### src/rtl/hera_mem_pkg.sv
// hera_mem_pkg: shared types and constants for the HERA memory arbiter.
//   arb_state_t      - arbiter FSM states (issue / completion cycles)
//   PROT_TOP_DEFAULT - default boundary of the write-protected code region
package hera_mem_pkg;

    typedef enum logic [1:0] {
        ARB       = 2'd0,  // issue cycle: pick a requester, drive the SRAM
        CPU_DONE  = 2'd1,  // completion of a CPU access, core released
        HOST_DONE = 2'd2   // completion of a host access, response pulse
    } arb_state_t;

    localparam logic [15:0] PROT_TOP_DEFAULT = 16'h0100;

endpackage

### src/rtl/hera_mem_arbiter.sv
// hera_mem_arbiter: shares one single-port, 1-cycle-latency SRAM between the
// HERA core and a host loader/debug port. Every grant is two cycles (issue in
// ARB, then a completion cycle). The core is stalled except in its completion
// cycle. CPU writes below PROT_TOP are dropped and latch prot_fault.
//
// Ports
//   clock, reset       rising-edge clock, synchronous active-high reset
//   cpu_*              core port; cpu_stall gates the core clock enable,
//                      cpu_rdata valid while cpu_stall=0
//   host_halt          keeps the core off the bus entirely
//   host_valid/ready   host request handshake
//   host_rsp_valid     1-cycle completion pulse, host_rdata valid with it
//   ram_*              SRAM port (ram_rdata arrives the cycle after ram_en)
//   prot_fault         sticky: a CPU write hit the protected region
//   stall_cycles       saturating count of non-halted stall cycles
module hera_mem_arbiter
    import hera_mem_pkg::*;
#(
    parameter logic [15:0] PROT_TOP = PROT_TOP_DEFAULT,
    parameter int          CNT_W    = 32
) (
    input  logic             clock,
    input  logic             reset,
    input  logic [15:0]      cpu_addr,
    input  logic             cpu_code,
    input  logic             cpu_write,
    input  logic [15:0]      cpu_wdata,
    output logic [15:0]      cpu_rdata,
    output logic             cpu_stall,
    input  logic             host_halt,
    input  logic             host_valid,
    output logic             host_ready,
    input  logic             host_write,
    input  logic [15:0]      host_addr,
    input  logic [15:0]      host_wdata,
    output logic             host_rsp_valid,
    output logic [15:0]      host_rdata,
    output logic             ram_en,
    output logic             ram_we,
    output logic [15:0]      ram_addr,
    output logic [15:0]      ram_wdata,
    input  logic [15:0]      ram_rdata,
    output logic             prot_fault,
    output logic [CNT_W-1:0] stall_cycles
);

    arb_state_t state;
    logic       last_host;   // 1: host held the last grant, CPU wins a tie
    logic       host_pend;   // host access issued, response owed
    logic       grant_host;
    logic       grant_cpu;
    logic       cpu_wr_ok;

    // Fetch vs. data access makes no difference to protection or arbitration.
    logic unused_cpu_code;
    assign unused_cpu_code = cpu_code;

    assign cpu_wr_ok = cpu_write && (cpu_addr >= PROT_TOP);

    // Grant decision exists only in the issue cycle; reset masks it so the
    // SRAM sees no access while reset is held.
    always_comb begin
        grant_host = 1'b0;
        grant_cpu  = 1'b0;
        if (!reset && state == ARB) begin
            if (host_halt)
                grant_host = host_valid;
            else if (host_valid && !last_host)
                grant_host = 1'b1;
            else
                grant_cpu = 1'b1;
        end
    end

    assign ram_en    = grant_host | grant_cpu;
    assign ram_we    = grant_host ? host_write : (grant_cpu & cpu_wr_ok);
    assign ram_addr  = grant_host ? host_addr  : cpu_addr;
    assign ram_wdata = grant_host ? host_wdata : cpu_wdata;

    assign host_ready     = grant_host;
    assign host_rsp_valid = !reset && host_pend && (state == HOST_DONE);
    assign host_rdata     = ram_rdata;
    assign cpu_rdata      = ram_rdata;
    assign cpu_stall      = reset || (state != CPU_DONE);

    always_ff @(posedge clock) begin
        if (reset) begin
            state        <= ARB;
            last_host    <= 1'b1;
            host_pend    <= 1'b0;
            prot_fault   <= 1'b0;
            stall_cycles <= '0;
        end else begin
            case (state)
                ARB: begin
                    if (grant_host) begin
                        state     <= HOST_DONE;
                        last_host <= 1'b1;
                        host_pend <= 1'b1;
                    end else if (grant_cpu) begin
                        state     <= CPU_DONE;
                        last_host <= 1'b0;
                        if (cpu_write && !cpu_wr_ok)
                            prot_fault <= 1'b1;
                    end
                end
                CPU_DONE:  state <= ARB;
                HOST_DONE: begin
                    state     <= ARB;
                    host_pend <= 1'b0;
                end
                default:   state <= ARB;
            endcase

            // Halted cycles are deliberate, not contention; leave them out.
            if (cpu_stall && !host_halt && stall_cycles != '1)
                stall_cycles <= stall_cycles + CNT_W'(1);
        end
    end

endmodule

### config.mk
export PLATFORM = sky130hd
export DESIGN_NAME = hera_mem_arbiter
export DESIGN_NICKNAME = d
export VERILOG_FILES = /design/src/rtl/hera_mem_pkg.sv /design/src/rtl/hera_mem_arbiter.sv
export SDC_FILE = /design/constraint.sdc
export NUM_CORES = 1
export LEC_CHECK = 0
export ABC_AREA = 1
export BUFFER_PORTS_ARGS = -buffer_cell sky130_fd_sc_hd__buf_2
export CORE_MARGIN = 4
export CORE_UTILIZATION = 35
export CTS_CLUSTER_DIAMETER = 50
export CTS_CLUSTER_SIZE = 30
export DETAILED_ROUTE_END_ITERATION = 10
export PLACE_DENSITY = 0.7
export SLEW_MARGIN = 20
export SYNTH_ARGS = -nofsm -noshare
export SYNTH_HDL_FRONTEND = slang
export SYNTH_SLANG_ARGS = --single-unit
### constraint.sdc
create_clock -name clock -period 2.3 [get_ports clock]
set_clock_uncertainty 0.1 [all_clocks]
set_input_delay 0.115 -clock clock [delete_from_list [all_inputs] [get_ports clock]]
set_output_delay 0.115 -clock clock [all_outputs]
set_load 0.05 [all_outputs]
==> results of run 1 <==
worst paths after layout:
kind                            cells past startpoint            start                to  slack [ps]
worst max-delay path                               10  stall_cycles[1]  stall_cycles[26]         210
worst min-delay path                                4       host_valid          state[0]          40
worst max register to register                     10  stall_cycles[1]  stall_cycles[26]         210
worst min register to register                      2       prot_fault        prot_fault         370
kinds of logic after synthesis:
| group | Yosys count |
|---|---|
| simple gates | 351 |
| buf+inv | 82 |
| flops | 37 |
| compound gates | 33 |
| xor+xnor | 14 |
| fa+ha+maj | 1 |
cell usage in the layout, fill, tap and decap left out, types with 8 or more instances in the layout:
master,synthesis,layout
nand2_2,9,9
nand3_1,18,18
nor2_1,73,73
inv_1,32,32
o21ai_0,8,8
nand2_1,225,225
buf_2,3,139
a21oi_2,18,18
dfxtp_1,37,37
what timing repair did:
| item | CTS | global route |
|---|---|---|
| hold buffers | 1 | 0 |
| hold endpoints to repair | 1 | 0 |
| setup endpoints to repair | 0 | 6 |
| gates resized for setup | 0 | 1 |
worst register-to-register path, stage by stage (launching register included):
cell and delay [ps]:
dfxtp_1 400, ha_1 260, inv_2 60, nor2_4 140, nand2_4 120, nor2_8 150
nand2_4 120, nand2_8 200, inv_2 210, nand2_1 150, a21oi_2 50
through the flow:
stage | hold WS, ps | total power [mW] | setup slack (ps)
after global routing | 55.2 | 1.79 | 36.1
after CTS | 30.2 | 1.74 | 115
after global placement | 131 | 1.13 | 257
after detailed placement | 131 | 1.14 | 202
after floorplan | 84.1 | 1.15 | 118
final | 44.0 | 1.72 | 208
area by class of cell:
class	count	area [µm²]	area share
clock buffer	6	82.6	0.0222
clock inverter	2	37.5	0.0101
inverter	36	136	0.0367
multi-input combinational	399	1840	0.496
sequential	37	741	0.199
tap	105	131	0.0354
timing repair buffer	145	743	0.200
metal layers:
| metal | vias to the layer above | GRT usage | wire [µm] |
|---|---|---|---|
| met5 | - | 0 | 0 |
| met4 | 0 | 0.0368 | 86 |
| met3 | 9 | 0.0455 | 682 |
| met2 | 128 | 0.329 | 4860 |
| met1 | 1489 | 0.204 | 3820 |
| li1 | 1774 | - | - |
power by group through the flow:
stage	Sequential, mW	Clock [mW]	Combinational (mW)
floorplan	0.684	0	0.465
global placement	0.670	0	0.465
detailed placement	0.671	0	0.469
CTS	0.656	0.615	0.472
global route	0.657	0.640	0.498
finish	0.655	0.599	0.465
flip-flops by register name, summed over array words and instances, names as in the netlist:
| register | count |
|---|---|
| prot_fault | 1 |
| stall_cycles | 32 |
| last_host | 1 |
| host_pend | 1 |
| state | 2 |
==> impl_metrics.py, run 1 <==
metrics = {
    "grt": {
        "grt_pass1_wl_um": 14700,
        "grt_use_total": 0.178,
        "antenna_found_initial": 0,
        "grt_overflow": 0,
        "grt_pass1_vias": 3084,
        "grt_max_degree": 37,
    },
    "yosys": {
        "yosys.area_share.simple": 0.483,
        "avgSynthCellArea_um2": 5.89,
        "ys_async_sr_fraction": 0,
        "synth_top_family_by_area": "simple AND/OR/NAND/NOR gates",
        "yosys.cell_types.count": 30,
        "synth_xor_area_frac": 0.0402,
        "netlist_top_cells_count": "nand2_1 (225), nor2_1 (73), dfxtp_1 (37)",
        "synth-edff-count": 0,
        "synth_fa_ha_area_frac": 0.00410,
        "seq_area_frac_synth": 0.243,
        "synthCells": 518,
        "netlist.area_leader.share": 0.277,
        "yosys_warnings": 0,
        "syn_nets": 606,
        "synth_most_common_cell": "nand2_1",
        "synth_mux_area_frac": 0,
        "ys_top_cells_by_area": "nand2_1 (28%), dfxtp_1 (24%), nor2_1 (9.0%)",
        "synth_area_um2": 3050,
        "ys_ff_latch": 37,
        "synth_compound_area_frac": 0.0776,
        "ys.flop_type": "dfxtp_1",
        "synth_top_cell_by_area": "nand2_1",
    },
    "worst_setup_path": {
        "cp_max_fo": 27,
        "required_ps": 2370,
        "crit_chain": "ha_1 -> inv_2 -> nor2_4 -> nand2_4 -> nor2_8 -> nand2_4 -> nand2_8 -> inv_2 -> nand2_1 -> a21oi_2",
        "path_buf_inv": 2,
        "start_kind": "register",
        "crit_slowest_cell": "dfxtp_1",
        "crit_type": "reg2reg",
        "cp.arrival_ps": 2160,
        "cpPeakStageDelay_ps": 400,
        "endpoint_kind": "register",
        "cp_top_family": "simple AND/OR/NAND/NOR gates",
    },
    "cells_and_area": {
        "final_net_count": 712,
        "fill_cells": 926,
        "syn_to_final_growth_pct": 21.8,
        "final_core_util": 0.445,
        "diodes": 0,
        "final_cells": 730,
        "drive_gt1_frac": 0.310,
        "final_area_um2": 3710,
    },
    "power": {
        "p_seq_frac": 0.381,
        "leakage_nw": 1.80,
        "ir_drop_uv": 223,
        "p_switching_mw": 0.599,
        "switching_share": 0.348,
        "power.share.clock": 0.348,
        "p_per_area_nw_per_um2": 463,
        "power.internal_mw": 1.12,
        "p_comb_frac": 0.271,
    },
    "clock_tree": {
        "numCtsBuffers": 5,
        "clock-sinks": 37,
        "clockRootBuffer": "clkbuf_8",
        "clk_path_buf_depth": 2,
        "post_cts_buffers": 0,
        "insertion_delay_ps": 290,
        "clk_pin_slew_ps": 80,
        "htreeDepth": 2,
        "cts_tree": "done",
    },
    "drt": {
        "drtAntennaViolNets": 0,
        "drc": 0,
        "vias": 3400,
        "drt_iter0_markers": 115,
        "dr.pass1.iters": 4,
        "wl_um": 9450,
        "routedWlPerCell_um": 12.9,
        "routed_via_density": 4.66,
    },
    "die": {
        "fp.dieH_um": 101,
        "start_util": 0.366,
        "core_um2": 8340,
        "dieArea_um2": 10300,
        "die_w_um": 101,
        "num_rows": 33,
        "io-pin-count": 189,
    },
    "sta": {
        "setup_viol": 0,
        "rsz0062_at_grt": "no",
        "hold_violations": 0,
        "max_freq_ghz": 0.478,
        "drv_slew": 0,
        "final.period_utilization": 0.909,
        "worstMarginPinSlew_ps": 392,
        "slew_headroom": 0.738,
        "setup-tns-final_ps": 0,
        "period_minus_slack_ps": 2090,
    },
    "job": {
        "cap_violations": 0,
    },
    "placed_design": {
        "port_buffers": 139,
        "placed_area_um2": 3580,
        "dp.cells": 721,
        "gp_congestion": 0.992,
        "hpwl_um": 7800,
    },
    "run_status": {
        "status": "complete, no violations",
    },
    "min_path": {
        "worst_hold_path_type": "in2reg",
    },
}
Power figures use the tool's default switching activity.
==> inputs of run 2 (changes only) <==
==> constraint.sdc (replaced) <==
create_clock -name clock -period 2.3 [get_ports clock]
set_clock_uncertainty 0.1 [all_clocks]
set_input_delay 0.115 -clock clock [delete_from_list [all_inputs] [get_ports clock]]
set_output_delay 0.115 -clock clock [all_outputs]
set_load 0.1 [all_outputs]
==> run 2 against run 1 <==
Compared with the run above:
- global-route usage up 0.24 points
- register-to-register slack better by 20 ps
- non-clock buffer count unchanged
- setup slack worse by 81 ps
- critical path type is now reg2out
- combinational power up 55%
- hold slack better by 26 ps
- total power up 10%
- sequential power about the same
- wire length up 0.19%
- maximum frequency down 3.7%
- sequential share of layout area down 0.24 points
- highest routed layer unchanged
- core utilization up 2.0 points
==> impl_metrics.py, run 2 (same netlist as run 1, synthesis figures left out) <==
metrics = {
    "drt": {
        "wl_met1_um": 3560,
        "dr.pass1.iters": 4,
        "drt_iter0_markers": 114,
        "routed_via_density": 4.68,
        "drc": 0,
        "wl_met3_um": 571,
        "routedWlPerCell_um": 13.0,
        "top_layer_used": "met4",
        "wl_met2_um": 5210,
        "wl_um": 9470,
        "vias": 3420,
        "drtAntennaViolNets": 0,
    },
    "power": {
        "finalPower_mw": 1.90,
        "leakage_nw": 1.84,
        "ir_drop_uv": 249,
        "p_per_area_nw_per_um2": 489,
    },
    "cells_and_area": {
        "top_register": "stall_cycles",
        "largest_register_ffs": 32,
        "final_cells": 730,
        "diodes": 0,
        "syn_to_final_growth_pct": 27.2,
        "fill_cells": 890,
        "top_regs": "stall_cycles x32, state x2",
        "final_net_count": 712,
        "final_cell_mix": "nand2_1 (216), buf_2 (111), nor2_1 (73), inv_1 (32), clkbuf_4 (24)",
        "layout_commonest_cell": "nand2_1",
        "drive_gt1_frac": 0.360,
    },
    "clock_tree": {
        "clk_pin_slew_ps": 70,
        "clockRootBuffer": "clkbuf_8",
        "cts_tree": "done",
        "clock-sinks": 37,
        "insertion_delay_ps": 290,
        "numCtsBuffers": 5,
        "htreeDepth": 2,
        "clk_path_buf_depth": 2,
    },
    "grt": {
        "grt_pass1_wl_um": 15100,
        "grt_use_total": 0.180,
        "grt_overflow": 0,
        "grt_pass1_vias": 3259,
        "grt_max_degree": 37,
        "antenna_found_initial": 0,
    },
    "sta": {
        "hold_violations": 0,
        "slew_headroom": 0.656,
        "setup-tns-final_ps": 0,
        "setup_slack_ps": 128,
        "final.period_utilization": 0.944,
        "period_minus_slack_ps": 2170,
        "max_freq_ghz": 0.460,
        "hold_slack_ps": 70.3,
        "setup_viol": 0,
        "worstMarginPinSlew_ps": 520,
        "drv_slew": 0,
    },
    "run_status": {
        "status": "complete, no violations",
    },
    "placed_design": {
        "hpwl_um": 7780,
        "port_buffers": 139,
        "post-place-ws_ps": 221,
        "dp.cells": 721,
        "gp_congestion": 0.913,
    },
    "job": {
        "cap_violations": 0,
    },
    "min_path": {
        "holdPathStages": 3,
        "min-delay-start": "reset",
        "worst_hold_path_type": "in2reg",
    },
    "worst_setup_path": {
        "reg2reg_to": "stall_cycles[29]",
        "crit_chain": "nor2_1 -> nand2_1 -> nor2_2 -> buf_6 -> nand2_1 -> nand2_2 -> buf_2",
        "cp.arrival_ps": 1960,
        "crit_slowest_cell": "buf_2",
        "required_ps": 2090,
        "path_common_cell": "nand2_1",
        "startpoint": "state[0]",
        "crit_type": "reg2out",
        "rr_startpoint": "stall_cycles[0]",
        "ff2ff_path_depth": 10,
        "start_kind": "register",
        "cp_max_fo": 36,
        "crit_cells": 7,
        "cpPeakStageDelay_ps": 410,
        "regToRegSetupSlack_ps": 230,
        "endpoint_kind": "primary output",
        "endpoint": "ram_wdata[9]",
        "path_buf_inv": 2,
        "cp_top_family": "buffers and inverters",
    },
    "die": {
        "core_um2": 8340,
        "io-pin-count": 189,
        "num_rows": 33,
        "fp.dieH_um": 101,
        "start_util": 0.366,
        "die_w_um": 101,
        "dieArea_um2": 10300,
    },
}
run 2: final cells by class:
cell class,instances,area (µm²),area share
Timing Repair Buffer,145,867,0.223
Tap cell,105,131,0.0339
Sequential cell,37,764,0.197
Multi-Input combinational cell,399,1880,0.484
Inverter,36,138,0.0355
Clock inverter,1,5.00,0.00129
Clock buffer,7,96.3,0.0248
run 2: stage by stage:
stage / util / cell area, µm²
global placement: 0.444 / 3700
finish: 0.465 / 3880
floorplan: - / 3110
detailed placement: 0.444 / 3700
CTS: 0.457 / 3810
global route: 0.465 / 3880
run 2: layer usage:
layer	vias to the layer above	track usage
met3	11	0.0344
met4	0	0.0429
met2	110	0.349
met5	-	0
met1	1518	0.199
li1	1781	-
run 2: worst min path at each step:
stage / to / slack [ps]
after CTS: state[1] / 90
after detailed placement: cpu_rdata[15] / 130
after global placement: cpu_rdata[15] / 130
after floorplan: stall_cycles[10] / 80
final: last_host / 70
after global routing: last_host / 100
run 2: power breakdown:
part / switching [mW] / leakage, nW / total [mW] / internal, mW
clock network: 0.246 / 0.0542 / 0.518 / 0.271
logic: 0.566 / 1.47 / 0.721 / 0.155
registers: 0.00890 / 0.309 / 0.658 / 0.650
total: 0.821 / 1.84 / 1.90 / 1.08
run 2: tightest hold or removal path, cell delays in order:
cell,delay [ps]
buf_2,90
inv_1,110
o211ai_1,110
run 2: what timing repair did:
item,in CTS,in global routing
hold endpoints to repair,1,0
hold buffers,1,0
resized for setup,0,27
buffers inserted,0,0
endpoints found under the setup margin,0,30
